--- src/rtl/serial_tx_if.sv ---
// Word handshake between an upstream producer and the serial transmitter.
// The producer drives tx_data/tx_valid; the transmitter answers with tx_ready.
interface serial_tx_if #(
  parameter int DATA_W = 8
);
  logic [DATA_W-1:0] tx_data;
  logic              tx_valid;
  logic              tx_ready;

  modport master (output tx_data, output tx_valid, input tx_ready);
  modport slave  (input tx_data, input tx_valid, output tx_ready);
endinterface

--- src/rtl/serial_tx.sv ---
// Parallel-to-serial transmitter for an idle-high single-wire line.
// Frame: start bit (0), DATA_W data bits LSB first, stop bit (1); each bit is
// held for CLKS_PER_BIT cycles. tx_out is driven straight from a flop.
module serial_tx #(
  parameter int DATA_W       = 8,
  parameter int CLKS_PER_BIT = 4
) (
  input  logic           clk,
  input  logic           rst,
  serial_tx_if.slave     tx,
  output logic           tx_out,
  output logic           busy
);

  // Counter widths collapse to one bit when the natural width would be zero.
  localparam int CW = (CLKS_PER_BIT > 1) ? $clog2(CLKS_PER_BIT) : 1;
  localparam int BW = (DATA_W > 1) ? $clog2(DATA_W) : 1;

  localparam logic [CW-1:0] CYC_LAST = CW'(CLKS_PER_BIT - 1);
  localparam logic [BW-1:0] BIT_LAST = BW'(DATA_W - 1);

  typedef enum logic [1:0] {
    ST_IDLE,
    ST_START,
    ST_DATA,
    ST_STOP
  } state_t;

  state_t            state, state_d;
  logic [CW-1:0]     cyc_cnt, cyc_cnt_d;
  logic [BW-1:0]     bit_idx, bit_idx_d;
  logic [DATA_W-1:0] shreg, shreg_d;
  logic              tx_out_q, tx_out_d;

  logic bit_done;
  logic accept;

  // The current bit has been on the line for its full CLKS_PER_BIT cycles.
  assign bit_done = (cyc_cnt == CYC_LAST);
  assign accept   = tx.tx_valid && (state == ST_IDLE);

  // State register; reset abandons any frame in progress.
  // NOTE: sequential state uses non-blocking (<=) so every flop samples the
  // pre-edge values; blocking assignments here would create order-dependent
  // simulation and mismatch synthesis.
  always_ff @(posedge clk or posedge rst) begin
    if (rst) state <= ST_IDLE;
    else     state <= state_d;
  end

  // Next-state logic: walk START -> DATA (DATA_W bits) -> STOP -> IDLE.
  // NOTE: the default assignment first means every path assigns state_d, so
  // no latch is inferred even when a case branch leaves it unchanged.
  always_comb begin
    state_d = state;
    unique case (state)
      ST_IDLE:  if (tx.tx_valid) state_d = ST_START;
      ST_START: if (bit_done) state_d = ST_DATA;
      ST_DATA:  if (bit_done && (bit_idx == BIT_LAST)) state_d = ST_STOP;
      ST_STOP:  if (bit_done) state_d = ST_IDLE;
      default:  state_d = ST_IDLE;
    endcase
  end

  // Datapath and line value for the next cycle, derived from the next state so
  // the line changes in the same edge that changes state.
  always_comb begin
    cyc_cnt_d = cyc_cnt;
    bit_idx_d = bit_idx;
    shreg_d   = shreg;
    unique case (state)
      ST_IDLE: begin
        cyc_cnt_d = '0;
        bit_idx_d = '0;
        if (accept) shreg_d = tx.tx_data;
      end
      ST_START, ST_STOP: begin
        cyc_cnt_d = bit_done ? '0 : cyc_cnt + 1'b1;
        bit_idx_d = '0;
      end
      ST_DATA: begin
        cyc_cnt_d = bit_done ? '0 : cyc_cnt + 1'b1;
        if (bit_done) begin
          shreg_d   = shreg >> 1;
          bit_idx_d = (bit_idx == BIT_LAST) ? '0 : bit_idx + 1'b1;
        end
      end
      default: begin
        cyc_cnt_d = '0;
        bit_idx_d = '0;
      end
    endcase

    unique case (state_d)
      ST_START: tx_out_d = 1'b0;
      ST_DATA:  tx_out_d = shreg_d[0];
      default:  tx_out_d = 1'b1;
    endcase
  end

  // Counters, shift register and the line flop.
  always_ff @(posedge clk or posedge rst) begin
    if (rst) begin
      cyc_cnt  <= '0;
      bit_idx  <= '0;
      shreg    <= '0;
      tx_out_q <= 1'b1;
    end else begin
      cyc_cnt  <= cyc_cnt_d;
      bit_idx  <= bit_idx_d;
      shreg    <= shreg_d;
      tx_out_q <= tx_out_d;
    end
  end

  assign tx.tx_ready = (state == ST_IDLE);
  assign busy        = (state != ST_IDLE);
  assign tx_out      = tx_out_q;

endmodule

--- src/flat_wrapper.sv ---
// flat-port wrapper written by rule: the top's interface ports become plain ports
module serial_tx_flat 
#(
  parameter int DATA_W       = 8,
  parameter int CLKS_PER_BIT = 4
)
  (clk, rst, tx_out, busy, tx_tx_data, tx_tx_valid, tx_tx_ready);
  serial_tx_if #(.DATA_W(DATA_W)) tx_i ();
  input  logic clk;
  input  logic rst;
  output logic tx_out;
  output logic busy;
  input wire logic [$bits(tx_i.tx_data)-1:0] tx_tx_data;
  input wire logic [$bits(tx_i.tx_valid)-1:0] tx_tx_valid;
  output wire logic [$bits(tx_i.tx_ready)-1:0] tx_tx_ready;
  assign tx_i.tx_data = tx_tx_data;
  assign tx_i.tx_valid = tx_tx_valid;
  assign tx_tx_ready = tx_i.tx_ready;
  serial_tx #(.DATA_W(DATA_W), .CLKS_PER_BIT(CLKS_PER_BIT)) u_core (.clk(clk), .rst(rst), .tx(tx_i), .tx_out(tx_out), .busy(busy));
endmodule
--- config.mk ---
export PLATFORM = sky130hd
export DESIGN_NAME = serial_tx_flat
export DESIGN_NICKNAME = d
export VERILOG_FILES = /design/src/rtl/serial_tx_if.sv /design/src/rtl/serial_tx.sv /design/src/flat_wrapper.sv
export SDC_FILE = /design/constraint.sdc
export NUM_CORES = 1
export LEC_CHECK = 0
export ABC_AREA = 0
export CORE_MARGIN = 2
export CORE_UTILIZATION = 54
export DETAILED_ROUTE_END_ITERATION = 12
export GPL_TIMING_DRIVEN = 0
export PLACE_DENSITY = 0.81
export SYNTH_ARGS = -nofsm -noshare
export SYNTH_HDL_FRONTEND = slang
export SYNTH_SLANG_ARGS = --single-unit
--- constraint.sdc ---
create_clock -name clk -period 2.1 [get_ports clk]
set_input_delay 0.63 -clock clk [delete_from_list [all_inputs] [get_ports clk]]
set_output_delay 0.63 -clock clk [all_outputs]
set_load 0.1 [all_outputs]
==> impl_metrics.csv <==
group,metric,value,unit
yosys,synth_top_area_frac,0.453,
place,dp_cells,99,
die,placeableCoreArea,0.00147,sq mm
timing,hold_ws,0.450,ns
timing,hold_violations,0,
detailed_routing,drc,0,
yosys,ys_seq_elements,16,
die,start_util,0.563,
outcome,status,"complete, no violations",
critical_path,critPathKind,"flop to primary output",
detailed_routing,vias,577,
global_routing,grt_overflow_total,0,
die,ioPinCount,14,
cells_and_area,seqCellArea,402,sq um
power,total_power,1.43,mW
critical_path,cp_data_required_time,1.47,ns
detailed_routing,drtIter0Drc,6,
critical_path,worstReg2RegEnd,"u_core.shreg[2]",
critical_path,r2r_cells,4,
timing,slew_viol_final,0,
yosys,netlist_instances,70,
critical_path,critPathCaptureType,"primary output",
timing,slew_headroom,0.603,
die,rows,14,
yosys,yosysWarnings,0,
detailed_routing,drt_wl_total,1400,um
clocking,post-cts-setup-buffer-count,0,
die,die_x,43.2,um
cells_and_area,nets,102,
global_routing,grt_pass1_wl,2330,um
critical_path,r2r-start,"u_core.state[1]",
yosys,netlist_area,828,sq um
yosys,synth.top_cells.by_area,"dfrtp_1, a221o_1, and3_1",
global_routing,grt_util_all_layers,0.172,
timing,clock.fmax,501,MHz
min_path,min-delay-start,"u_core.cyc_cnt[0]",
power,power_frac_comb,0.537,
detailed_routing,dr.pass1.iters,4,
power,power_frac_clock,0.115,
detailed_routing,ant_nets,0,
min_path,holdCritPathClass,"flop to flop",
timing,finalSetupViolCount,0,
yosys,synthDistinctLibCells,30,
global_routing,grt_antenna_before_repair,0,
power,p_sw,616,uW
cells_and_area,area_growth,21.1,%
detailed_routing,wl_per_cell,13.6,um
cells_and_area,drive_gt1_frac,0.230,
clocking,clock-sinks,16,
place,dp.final_hpwl,1030,um
power,switching_share,0.431,
clocking,ctsHoldBuffers,0,
global_routing,grt_pass1_vias,498,
cells_and_area,finalNonFillerCells,103,
cells_and_area,multi_input_area,372,sq um
yosys,ys_seq_area_frac,0.485,
critical_path,ff2ff_setup_slack,0.63,ns
timing,fin_crit_sh,0.951,
clocking,clk_latency,0.28,ns
timing,rsz0062_at_grt,"no",
timing,layout_setup_ws,0.103,ns
power,seqPwrFrac,0.348,
critical_path,cp-start-kind,"flop",
power,cellLeakagePower,0.476,nW
clocking,clockBufferDepth,2,
die,dieArea,0.00186,sq mm
yosys,synth.avg_cell_area,11.8,sq um
clocking,cts_inserted_buffers,3,
detailed_routing,via_per_inst,5.60,
yosys,yosys.area.top_type,"dfrtp_1",
clocking,cts_tree,"yes",
min_path,hold_end,"u_core.cyc_cnt[0]",
place,gp_congestion,0.695,
timing,period_needed,2.00,ns
power,p_per_area,1420,mW/mm^2
place,io_buffer_count,13,
critical_path,path_max_fanout,9,
cells_and_area,n_fill_cell,130,
global_routing,grt_max_degree,17,
min_path,holdPathStages,1,
power,p_int,814,uW
power,ir_drop,1050,uV
clocking,root_buffer,"clkbuf_4",
place,place_ws,-0.301,ns
timing,worstMarginPinSlew,0.594,ns
cells_and_area,num_antenna_cells,0,
timing,skew,0.00456,ns
die,die_h,43.2,um
clocking,clk_pin_slew_worst_paths,0.09,ns
yosys,syn_nets,84,
flow_run,drv_cap,0,
critical_path,cp_data_arrival_time,1.37,ns
clocking,cts_max_level,1,
## power groups by stage
stage	combinational, mW	sequential (mW)	clock, mW
final	0.767	0.498	0.165
after floorplan	0.575	0.561	0
after global placement	0.777	0.496	0
after CTS	0.777	0.498	0.170
after global routing	0.840	0.509	0.179
after detailed placement	0.789	0.505	0
## registers in the layout, indices dropped and copies added (netlist names)
name / flops
u_core.shreg: 8
u_core.cyc_cnt: 2
u_core.tx_out: 1
u_core.bit_idx: 3
u_core.state: 2
## cell type report
class,instances,area share
multi-input cells,44,0.370
inverters,5,0.0187
repair buffers,13,0.121
plain buffers,5,0.0436
flip-flops and latches,16,0.400
clock buffers,4,0.0262
well taps,16,0.0200
## per-layer routing
metal	wire length [um]	global-route usage	share of wire	vias to the layer above
met1	710	0.260	0.51	271
li1	-	-	-	290
met3	55	0.0383	0.039	4
met5	0	0	0	-
met2	614	0.233	0.44	12
met4	22	0.0727	0.016	0
## layout by cell type, fill, tap and decap left out, types with 2 or more instances in the layout
cell type	count
dfrtp_1	15
clkdlybuf4s50_1	10
and3_1	6
a221o_1	6
inv_1	5
buf_2	4
buf_6	3
a21oi_1	3
nand2_1	3
ha_1	3
clkbuf_4	3
nor2_1	2
nor2b_1	2
## stage by stage
| step | cell area (sq um) | utilization | TNS [ns] |
|---|---|---|---|
| floorplan | 836 | - | -0.134 |
| global placement | 986 | 0.670 | -0.703 |
| detailed placement | 986 | 0.670 | -0.718 |
| CTS | 1010 | 0.686 | 0 |
| global route | 1000 | 0.682 | 0 |
| finish | 1000 | 0.682 | 0 |
## synthesized netlist by cell type (all sizes together)
| master | instances |
|---|---|
| dfrtp | 15 |
| a221o | 6 |
| and3 | 6 |
| buf | 5 |
| inv | 5 |
| a21oi | 4 |
| ha | 3 |
| nand2 | 3 |
| nor2 | 3 |
| nor2b | 3 |
| nor3b | 2 |
| a211o | 1 |
| a22o | 1 |
| a311oi | 1 |
| a31oi | 1 |
| a32oi | 1 |
| and2b | 1 |
| dfstp | 1 |
| mux2i | 1 |
| nand2b | 1 |
| nand3b | 1 |
| nor3 | 1 |
| o211a | 1 |
| o2bb2ai | 1 |
| or2b | 1 |
| xnor2 | 1 |
## repair_timing
action	4_1_cts	5_1_grt
setup endpoints to repair	3	1
endpoints found under the hold margin	0	0
gates resized for setup	11	2
gates cloned	0	0
## critical path, stage by stage, from the launching register on
cell	delay, ns
dfrtp_1	0.38
buf_6	0.14
nor2_4	0.13
buf_2	0.44
## cell families after synthesis
group | synth area share
buffers and inverters | 0.0755
DFF | 0.485
adders and majority gates | 0.0453
and+or+nand+nor | 0.178
xor gates and xnor gates | 0.0106
muxes | 0.0121
AOI/OAI and AO/OA | 0.193
## worst max path at each step
stage | endpoint | from | cells past startpoint | slack [ns]
3_5_place_dp | tx_tx_ready | u_core.state[1] | 3 | -0.30
6_report | tx_tx_ready | u_core.state[1] | 3 | 0.10
5_1_grt | tx_tx_ready | u_core.state[1] | 3 | 0.04
3_3_place_gp | tx_tx_ready | u_core.state[1] | 3 | -0.30
4_1_cts | busy | u_core.state[1] | 4 | 0.02
2_1_floorplan | busy | u_core.state[1] | 3 | -0.13
(Power assumes the default switching activity.)
